<file path="src/rtl/song_sequencer_if.sv">
// ROM bus between the song sequencer and the song ROM.
// Master drives address and bank select, slave returns the word.
interface song_sequencer_if #(
  parameter int ADDR_W = 8
);
  logic [ADDR_W-1:0] rom_addr;
  logic              rom_song;
  logic [11:0]       rom_data;

  modport master (
    output rom_addr,
    output rom_song,
    input  rom_data
  );

  modport slave (
    input  rom_addr,
    input  rom_song,
    output rom_data
  );
endinterface

</file>
<file path="src/rtl/song_sequencer.sv">
// Song ROM walker: plays note events at the tempo tick rate.
// Define SONG_LOOP_EN to repeat the song instead of stopping at the end.
module song_sequencer #(
  parameter int CLK_HZ    = 100_000_000,
  parameter int TICK_HZ   = 16,
  parameter int ADDR_W    = 8,
  parameter int GAP_TICKS = 1
) (
  input  logic             clk,
  input  logic             RESET,
  input  logic             pause,
  input  logic             song_sel,
  song_sequencer_if.master rom,
  output logic [5:0]       fullnote,
  output logic             note_strobe,
  output logic             song_done,
  output logic             beat
);
  localparam int DIV = CLK_HZ / TICK_HZ;
  localparam int TW = (DIV > 1) ? $clog2(DIV) : 1;
  localparam logic [TW-1:0] TICK_MAX = TW'(DIV - 1);
  localparam logic [7:0] GAP_LD = 8'(GAP_TICKS);

  typedef enum logic [2:0] {
    IDLE, FETCH, WAIT, LOAD, PLAY, GAP, DONE
  } state_t;

  state_t            state, state_n;
  logic [ADDR_W-1:0] addr, addr_n;
  logic              song_q, song_n;
  logic [5:0]        note_q, note_n;
  logic              strobe_n;
  logic [5:0]        dur_cnt, dur_n;
  logic [7:0]        gap_cnt, gap_n;
  logic [TW-1:0]     tick, tick_n;
  logic              sel_s1, sel_s2;
  logic              sel_v1, sel_v2;
  logic              chg;
  logic [5:0]        rd_dur;
  logic [5:0]        rd_code;

  assign rd_dur   = rom.rom_data[11:6];
  assign rd_code  = rom.rom_data[5:0];
  assign chg      = sel_v2 && (sel_s2 != song_q);
  assign beat     = (tick == '0) && !pause && (state != IDLE);
  assign fullnote = pause ? 6'd0 : note_q;
  assign song_done = (state == DONE);
  assign rom.rom_addr = addr;
  assign rom.rom_song = song_q;

  // Synchronise song_sel; valid bits mask the post-reset fill.
  always_ff @(posedge clk or posedge RESET) begin
    if (RESET) begin
      sel_s1 <= 1'b0;
      sel_s2 <= 1'b0;
      sel_v1 <= 1'b0;
      sel_v2 <= 1'b0;
    end else begin
      sel_s1 <= song_sel;
      sel_s2 <= sel_s1;
      sel_v1 <= 1'b1;
      sel_v2 <= sel_v1;
    end
  end

  // State and datapath registers.
  always_ff @(posedge clk or posedge RESET) begin
    if (RESET) begin
      state       <= IDLE;
      addr        <= '0;
      song_q      <= 1'b0;
      note_q      <= '0;
      note_strobe <= 1'b0;
      dur_cnt     <= '0;
      gap_cnt     <= '0;
      tick        <= '0;
    end else begin
      state       <= state_n;
      addr        <= addr_n;
      song_q      <= song_n;
      note_q      <= note_n;
      note_strobe <= strobe_n;
      dur_cnt     <= dur_n;
      gap_cnt     <= gap_n;
      tick        <= tick_n;
    end
  end

  // Next-state: song change restarts, otherwise walk the song.
  always_comb begin
    state_n  = state;
    addr_n   = addr;
    song_n   = song_q;
    note_n   = note_q;
    strobe_n = 1'b0;
    dur_n    = dur_cnt;
    gap_n    = gap_cnt;
    tick_n   = tick;
    if (!pause)
      tick_n = (tick == '0) ? TICK_MAX : tick - TW'(1);
    if (chg) begin
      song_n  = sel_s2;
      addr_n  = '0;
      note_n  = '0;
      tick_n  = '0;
      state_n = FETCH;
    end else begin
      unique case (state)
        IDLE: begin
          song_n  = song_sel;
          state_n = FETCH;
        end
        FETCH: state_n = WAIT;
        WAIT:  state_n = LOAD;
        LOAD: begin
          if (rd_dur == 6'd0) begin
            note_n = '0;
`ifdef SONG_LOOP_EN
            addr_n  = '0;
            state_n = FETCH;
`else
            state_n = DONE;
`endif
          end else begin
            dur_n    = rd_dur;
            note_n   = rd_code;
            strobe_n = (rd_code != 6'd0);
            state_n  = PLAY;
          end
        end
        PLAY: begin
          if (beat) begin
            if (dur_cnt == 6'd1) begin
              note_n = '0;
              if (GAP_TICKS > 0) begin
                gap_n   = GAP_LD;
                state_n = GAP;
              end else begin
                addr_n  = addr + ADDR_W'(1);
                state_n = FETCH;
              end
            end else begin
              dur_n = dur_cnt - 6'd1;
            end
          end
        end
        GAP: begin
          if (beat) begin
            if (gap_cnt == 8'd1) begin
              addr_n  = addr + ADDR_W'(1);
              state_n = FETCH;
            end else begin
              gap_n = gap_cnt - 8'd1;
            end
          end
        end
        DONE:    state_n = DONE;
        default: state_n = IDLE;
      endcase
    end
  end
endmodule

</file>
<file path="src/flat_wrapper.sv">
// flat-port wrapper written by rule: the top's interface ports become plain ports
module song_sequencer_flat 
#(
  parameter int CLK_HZ    = 100_000_000,
  parameter int TICK_HZ   = 16,
  parameter int ADDR_W    = 8,
  parameter int GAP_TICKS = 1
)
  (clk, RESET, pause, song_sel, fullnote, note_strobe, song_done, beat, rom_rom_addr, rom_rom_song, rom_rom_data);
  song_sequencer_if #(.ADDR_W(ADDR_W)) rom_i ();
  input  logic clk;
  input  logic RESET;
  input  logic pause;
  input  logic song_sel;
  output logic [5:0] fullnote;
  output logic note_strobe;
  output logic song_done;
  output logic beat;
  output wire logic [$bits(rom_i.rom_addr)-1:0] rom_rom_addr;
  output wire logic [$bits(rom_i.rom_song)-1:0] rom_rom_song;
  input wire logic [$bits(rom_i.rom_data)-1:0] rom_rom_data;
  assign rom_rom_addr = rom_i.rom_addr;
  assign rom_rom_song = rom_i.rom_song;
  assign rom_i.rom_data = rom_rom_data;
  song_sequencer #(.CLK_HZ(CLK_HZ), .TICK_HZ(TICK_HZ), .ADDR_W(ADDR_W), .GAP_TICKS(GAP_TICKS)) u_core (.clk(clk), .RESET(RESET), .pause(pause), .song_sel(song_sel), .rom(rom_i), .fullnote(fullnote), .note_strobe(note_strobe), .song_done(song_done), .beat(beat));
endmodule
</file>
<file path="config.mk">
export PLATFORM = sky130hd
export DESIGN_NAME = song_sequencer_flat
export DESIGN_NICKNAME = d
export VERILOG_FILES = /design/src/rtl/song_sequencer_if.sv /design/src/rtl/song_sequencer.sv /design/src/flat_wrapper.sv
export SDC_FILE = /design/constraint.sdc
export NUM_CORES = 1
export LEC_CHECK = 0
export ABC_AREA = 0
export CAP_MARGIN = 30
export CORE_MARGIN = 1
export CORE_UTILIZATION = 61
export DETAILED_ROUTE_END_ITERATION = 10
export GPL_ROUTABILITY_DRIVEN = 0
export GPL_TIMING_DRIVEN = 0
export HOLD_SLACK_MARGIN = 0.08
export PLACE_DENSITY_LB_ADDON = 0.2
export SLEW_MARGIN = 15
export SYNTH_ARGS = -nofsm -noshare
export SYNTH_HDL_FRONTEND = slang
export SYNTH_SLANG_ARGS = --single-unit
</file>
<file path="constraint.sdc">
create_clock -name clk -period 6.4 [get_ports clk]
set_input_delay 1.28 -clock clk [delete_from_list [all_inputs] [get_ports clk]]
set_output_delay 1.28 -clock clk [all_outputs]
set_load 0.01 [all_outputs]
</file>
==> implementation parameters, run 1 <==
Parameter                              Value

Status
  Status ... complete, no violations

Layout
  Final non-filler cell area ... 0.00403 mm^2
  Proportion of layout cells with a drive suffix above 1 ... under 10%
  Final nets ... 430
  Diode insertion count for antenna repair ... 0
  Fill cell total of the finished layout ... between 300 and 400
  Signed area change from the synthesized netlist to the final layout ... 19.1%

Yosys
  Synth Net Count ... between 300 and 400
  Synth warn ... 0
  Summed instance area of the synthesized netlist ... around 0.0034 mm^2
  Dominant cells by area after synthesis ... sky130_fd_sc_hd__dfrtp_1 (44%), sky130_fd_sc_hd__a21oi_1 (5.0%), sky130_fd_sc_hd__nor2_1 (3.8%)
  Primary flip-flop cell chosen by synthesis mapping ... sky130_fd_sc_hd__dfrtp_1
  Count of different cell masters after synthesis ... 61
  Cell type with the largest total area after synthesis ... sky130_fd_sc_hd__dfrtp_1
  Cell with the most instances after synthesis ... sky130_fd_sc_hd__dfrtp_1
  Top-area cell type share of the netlist area ... 44.3%
  Synthesized instance count ... approximately 360
  Synth Register Bits ... 60
  Proportion of register bits with asynchronous set or reset after synthesis ... 100%
  Ranking of synthesized cells by instance count ... sky130_fd_sc_hd__dfrtp_1 (60), sky130_fd_sc_hd__a21oi_1 (34), sky130_fd_sc_hd__nor2_1 (34), sky130_fd_sc_hd__nand2_1 (18), sky130_fd_sc_hd__nor3_1 (17)
  EDFF count, synth ... 0
  Share of the yosys chip area belonging to registers ... between 40 and 50%
  Mean area per synthesized cell ... between 9 and 10 um^2

Floorplanning
  Number of standard-cell rows in the floorplan ... 26
  Top-level I/O count ... 34
  Overall die area ... 0.00586 mm^2
  Starting density of the core ... 64.7%
  Die H ... ~77 um
  Chip width ... 76.5 um
  Placeable core area ... roughly 0.0052 mm^2

STA
  Final min period ... 4160 ps
  Final number of max-transition violations ... 0
  Post-Route Setup TNS ... 0 ps
  Setup Skew ... 9.19 ps
  RSZ-0062 raised after global routing ... no
  Final count of negative-setup-slack endpoints ... 0
  Post-route worst setup slack ... 2240 ps
  Remaining max-slew budget at the tightest pin ... between 40% and 50%
  Number of hold violations in the final report ... 0
  Final worst-path cycle share ... 65.0%
  Worst-margin pin slew ... 860 ps
  Final-layout worst hold slack ... between 300 and 400 ps
  Highest clock rate ... approximately 240 MHz

Job
  Number of maximum-capacitance constraint violations ... 0

Setup path
  Data required time of the critical path ... about 5100 ps
  Register-to-Register Path Depth ... 9
  Worst setup SP type ... flop
  CP Data Arrival Time ... 2880 ps
  Endpoint of the lowest-slack register-to-register path ... u_core.dur_cnt[4]
  Critical path capture point type ... output pin
  Last element of the critical path ... beat
  Maximum net fanout on the critical path ... 7
  Crit Reg-Reg Startpoint ... u_core.tick[0]
  Crit path from ... u_core.tick[0]
  Critical path type ... reg -> out
  Slack of the worst reg-to-reg path ... 3700 ps

CTS
  Number of buffers inserted by post-CTS setup repair ... 0
  Clk root buf ... sky130_fd_sc_hd__clkbuf_8
  Clk sinks ... 60
  Maximum number of buffers from clock root to sink ... 2
  Post-CTS Hold Fix Bufs ... 0
  TritonCTS buffer count ... 9
  Insertion delay to the later sink of the worst-skew pair ... 340 ps
  CTS clk-pin slew, worst paths ... about 70 ps
  Number of resized instances in the post-cts repair step ... 0
  TritonCTS clock tree ... done
  H-tree level count ... 3

Power
  Worst VDD drop ... ~260 uV
  Power Dens Cells ... about 430 mW/mm^2
  Leakage ... about 1.7 nW

Worst hold path
  Classification of the worst-slack hold path ... reg -> reg

Drt
  DRC Markers ... 0
  ANT nets after route ... 0
  Routed len/inst ... 17.0 um
  TritonRoute pass-1 iters ... 6
  Vias per std cell ... roughly 6.6
  Routed wire length ... a little over 8000 um
  Initial DRC Count ... just under 300
  Number of vias in the routed layout ... between 3000 and 4000

Place
  Area post-placement ... about 0.0038 mm^2
  Detailed-placement wirelength estimate ... 5490 um
  Post-placement worst setup slack ... ~2400 ps
  IO Port Bufs ... 32

GRT
  GRT Overall Usage ... slightly below 30%
  Wire length of the first global-routing pass ... 13700 um
  Via count of the first global-routing pass ... between 2000 and 3000
  Gr ovfl total ... 0
  Maximum number of pins on one net before global-route repair ... between 60 and 70
  Antenna violations before repair ... 0
[worst max-delay path, cell delays in order, from the launching register on]
cell and delay (ps):
sky130_fd_sc_hd__dfrtp_1 420, sky130_fd_sc_hd__inv_1 100, sky130_fd_sc_hd__ha_1 170, sky130_fd_sc_hd__nor3b_1 360, sky130_fd_sc_hd__and4_1 240, sky130_fd_sc_hd__clkbuf_1 370
sky130_fd_sc_hd__nand2_2 200, sky130_fd_sc_hd__nor2_1 150, sky130_fd_sc_hd__clkdlybuf4s50_1 540
[stage by stage]
step / utilization (%) / power [mW] / cells
after floorplan: - / 1.12 / 364
after global placement: 72.5 / 1.28 / 466
after detailed placement: 72.5 / 1.31 / 466
after CTS: 77.0 / 1.72 / 482
after global routing: 77.0 / 1.84 / 482
final: 77.0 / 1.74 / 482
[power breakdown]
group | switching, mW | internal [mW]
registers | 0.102 | 0.479
logic | 0.447 | 0.307
clock network | 0.153 | 0.250
total | 0.702 | 1.04
[final cells by class]
type	instances	area [um^2]	area share, %
buffer	21	96.3	2.39
clock buffer	12	165	4.09
clock inverter	4	70.1	1.74
inverter	10	40.0	0.993
multi-input combinational	273	1750	43.5
sequential	60	1500	37.2
tap	70	87.6	2.17
timing repair buffer	32	320	7.94
[cells in the final DEF (no fill, tap or decap), drive strengths merged, types with 3 or more instances in the layout]
master         Yosys  routed
a211oi             3       3
nand2             20      20
o211a              3       3
ha                 7       7
inv               10      10
and3               3       3
nand3              9       9
nand2b             4       4
o21a               8       8
xnor2              3       3
dfrtp             60      60
clkbuf            13      25
nor2b              7       7
o22a               9       9
a41oi              4       4
o31ai              3       3
or3                9       9
a22o               6       6
and2               6       6
a31oi              8       8
clkdlybuf4s50      0      32
nand4              9       9
nor3              17      17
nor2              34      34
a21oi             35      35
nor4               7       7
nor3b              3       3
or4                6       6
o41ai              4       4
a311oi             4       4
nand3b             3       3
o21ai             13      13
buf                8       8
[metal layers]
metal  global-route usage, %  share of wire (%)  vias up
met5                       0                  0        -
met4                    15.4                2.4        0
met3                    4.79                7.1       28
met2                    46.2                 47      168
met1                    39.6                 44     1531
li1                        -                  -     1453
[worst min path at each step]
stage                             start            end  slack, ps  cells past startpoint
after floorplan           u_core.sel_s1  u_core.sel_s2        330                      0
after global placement    u_core.sel_v1  u_core.sel_v2        330                      0
after detailed placement  u_core.sel_v1  u_core.sel_v2        340                      0
after CTS                 u_core.sel_v1  u_core.sel_v2        350                      0
after global routing      u_core.sel_v1  u_core.sel_v2        360                      0
final                     u_core.sel_v1  u_core.sel_v2        350                      0
[state kept, by name, indices dropped and copies added (netlist names)]
signal	count
u_core.sel_s2	1
u_core.note_q	6
u_core.sel_v1	1
u_core.sel_v2	1
u_core.gap_cnt	8
u_core.state	3
u_core.sel_s1	1
u_core.dur_cnt	6
u_core.tick	23
u_core.rom.rom_song	1
u_core.rom.rom_addr	8
u_core.note_strobe	1
[logic make-up after synthesis]
family | synth area share [%]
and+or+nand+nor | 24.0
AOI/OAI and AO/OA | 23.2
DFF | 44.3
buffers and inverters | 3.95
adders and majority gates | 2.58
xor gates and xnor gates | 1.29
muxes | 0.591
other | 0.111
No activity file was read; power rests on OpenSTA's default activity.
==> run 2, diff against run 1 <==
Settings changed: CORE_UTILIZATION 61 to 52.
Clock period 6.4 ns to 3.7 ns, I/O delays scaled along.
==> run 2 against run 1 <==
Effect of this change:
- routed wire length is 2.3% lower
- critical path depth fell by 1
- clock skew is 0.58 ps lower
- flip-flop and latch count stayed put
- global-route usage down 4.0 points
- sequential power up 71%
- sequential share of layout area up 0.56 points
- via count is 3.9% lower
- utilization decreased by 14 points
- first-iteration DRC count decreased by 1.7%
- largest power group unchanged
==> implementation parameters, run 2 (synthesized netlist as in run 1, its figures left out) <==
Parameter                              Value

Drt
  Vias per std cell ... approximately 6.3
  Top routing layer in use ... met4
  Routed wire length on met3 ... approximately 410 um
  TritonRoute pass-1 iters ... 5
  DRC Markers ... 0
  Total length of routed met2 wires ... between 3000 and 4000 um
  Met1 Wirelength ... about 3700 um
  Routed len/inst ... 16.4 um
  Routed wire length ... 8030 um
  Number of vias in the routed layout ... approximately 3100
  Initial DRC Count ... 287
  ANT nets after route ... 0

Power
  Net Sw Frac ... about 42%
  Worst VDD drop ... 400 uV
  Portion of total power attributed to the clock network ... between 10% and 20%
  Sequential group share of total power ... roughly 36%
  Overall power consumption ... 2.80 mW
  Power Dens Cells ... between 700 and 800 mW/mm^2
  Gate power share ... between 40% and 50%
  Internal Dissipation ... between 1.5 and 2 mW
  Net load switching power ... between 1 and 1.5 mW
  Leakage ... 1.64 nW

Place
  IO Port Bufs ... 32
  Detailed-placement wirelength estimate ... between 5000 and 6000 um
  Area post-placement ... approximately 0.0038 mm^2

Setup path
  Number of buffer and inverter instances along the worst setup path ... 2
  Kind of cell with the highest combined delay on the critical path ... simple AND/OR/NAND/NOR gates
  CP Data Arrival Time ... 2710 ps
  Worst setup SP type ... flop
  Crit path cell chain ... inv_1 -> ha_1 -> nor3b_1 -> and4_1 -> nand2_2 -> nor2_1 -> clkdlybuf4s50_1
  Critical path type ... reg -> out
  Critical path capture point type ... output pin
  Endpoint of the lowest-slack register-to-register path ... u_core.tick[22]
  Maximum net fanout on the critical path ... 7
  Slack of the worst reg-to-reg path ... between 1000 and 1500 ps
  Crit Reg-Reg Startpoint ... u_core.tick[8]
  CP max-delay cell ... sky130_fd_sc_hd__clkdlybuf4s50_1
  Peak per-stage delay on the critical path ... roughly 550 ps
  Data required time of the critical path ... between 2000 and 3000 ps
  Register-to-Register Path Depth ... 5

Floorplanning
  Number of standard-cell rows in the floorplan ... 29
  Placeable core area ... 0.00631 mm^2
  Chip width ... 82.7 um
  Starting density of the core ... 53.7%
  Die H ... about 83 um
  Overall die area ... between 0.006 and 0.007 mm^2
  Top-level I/O count ... 34

Worst hold path
  Hold Path Origin ... u_core.sel_v1
  Worst-case hold path end point ... u_core.sel_v2
  Classification of the worst-slack hold path ... reg -> reg
  Hold Path Stages ... 0

STA
  Final-layout worst hold slack ... between 300 and 400 ps
  Final worst-path cycle share ... around 93%
  Worst-margin pin slew ... 802 ps
  Post-Route Setup TNS ... 0 ps
  Final min period ... 3450 ps
  Setup Skew ... around 8.6 ps
  Remaining max-slew budget at the tightest pin ... 46.1%
  RSZ-0062 raised after global routing ... no
  Number of hold violations in the final report ... 0
  Final count of negative-setup-slack endpoints ... 0
  Highest clock rate ... between 200 and 300 MHz
  Final number of max-transition violations ... 0

CTS
  Clk sinks ... 60
  Number of buffers inserted by post-CTS setup repair ... 0
  Number of resized instances in the post-cts repair step ... 0
  TritonCTS clock tree ... done
  H-tree level count ... 3
  Insertion delay to the later sink of the worst-skew pair ... roughly 330 ps
  TritonCTS buffer count ... 9
  Post-CTS Hold Fix Bufs ... 0
  Clk root buf ... sky130_fd_sc_hd__clkbuf_8
  CTS clk-pin slew, worst paths ... about 70 ps
  Maximum number of buffers from clock root to sink ... 2

GRT
  Wire length of the first global-routing pass ... roughly 13000 um
  Maximum number of pins on one net before global-route repair ... slightly above 60
  Gr ovfl total ... 0
  GRT Overall Usage ... between 20 and 30%
  Via count of the first global-routing pass ... 2700
  Antenna violations before repair ... 0

Layout
  Signed area change from the synthesized netlist to the final layout ... 17.3%
  Diode insertion count for antenna repair ... 0
  Max FFs per register ... 23
  Most common library cell in the layout ignoring fill and taps ... sky130_fd_sc_hd__dfrtp_1
  Final nets ... ~430
  Commonest cells after routing, fill and taps aside ... sky130_fd_sc_hd__dfrtp_1 (60), sky130_fd_sc_hd__nor2_1 (34), sky130_fd_sc_hd__a21oi_1 (34)
  Proportion of layout cells with a drive suffix above 1 ... under 10%
  Register ranked first by flip-flop count ... u_core.tick
  Final non-filler cell area ... between 0.003 and 0.004 mm^2

Job
  Number of maximum-capacitance constraint violations ... 0

Status
  Status ... complete, no violations
-- run 2: worst reg2reg max path, delay by kind of cell (launching register included) --
family	cells	cell delay, ps
simple gates	3	1570
compound gates	2	360
flops	1	460
-- run 2: worst max-delay path by stage --
stage | from | to | slack [ps] | depth (start not counted)
global route | u_core.tick[0] | beat | 110 | 7
global placement | RESET | u_core.rom.rom_addr[3] | 330 | 2
detailed placement | u_core.tick[0] | beat | 550 | 8
floorplan | u_core.tick[13] | beat | 1340 | 4
finish | u_core.tick[0] | beat | 250 | 7
CTS | u_core.tick[0] | beat | 150 | 8
-- run 2: metal layers --
layer  GRT usage (%)  vias to the layer above
met5               0                        -
met4            8.97                        0
met3            5.49                       19
met2            39.4                      107
met1            35.3                     1464
li1                -                     1465
-- run 2: cell type report --
type                       instances  area [um^2]
inverter                          10         40.0
fill                             547         2340
tap                               77         96.3
sequential                        60         1500
buffer                            20         92.6
clock inverter                     4         25.0
multi-input combinational        273         1750
clock buffer                      12          145
timing repair buffer              32          320
-- run 2: per-stage QoR --
stage	instances	worst slack [ps]	util, %
after global routing	488	113	62.9
after detailed placement	473	555	60.3
after CTS	489	152	63.0
final	488	252	62.9
after floorplan	364	1340	-
after global placement	473	334	60.3
-- run 2: power groups by stage --
stage	Clock (mW)	Combinational [mW]	Sequential, mW
floorplan	0	0.972	0.966
finish	0.516	1.29	0.996
global route	0.560	1.43	1.02
CTS	0.523	1.28	0.992
global placement	0	1.24	0.991
detailed placement	0	1.28	1.00
==> run 3, diff against run 2 <==
Settings changed: CAP_MARGIN 30 to 5.
==> results of run 3 <==
Same layout as run 2: the final DEF is identical, and so are final timing and power.
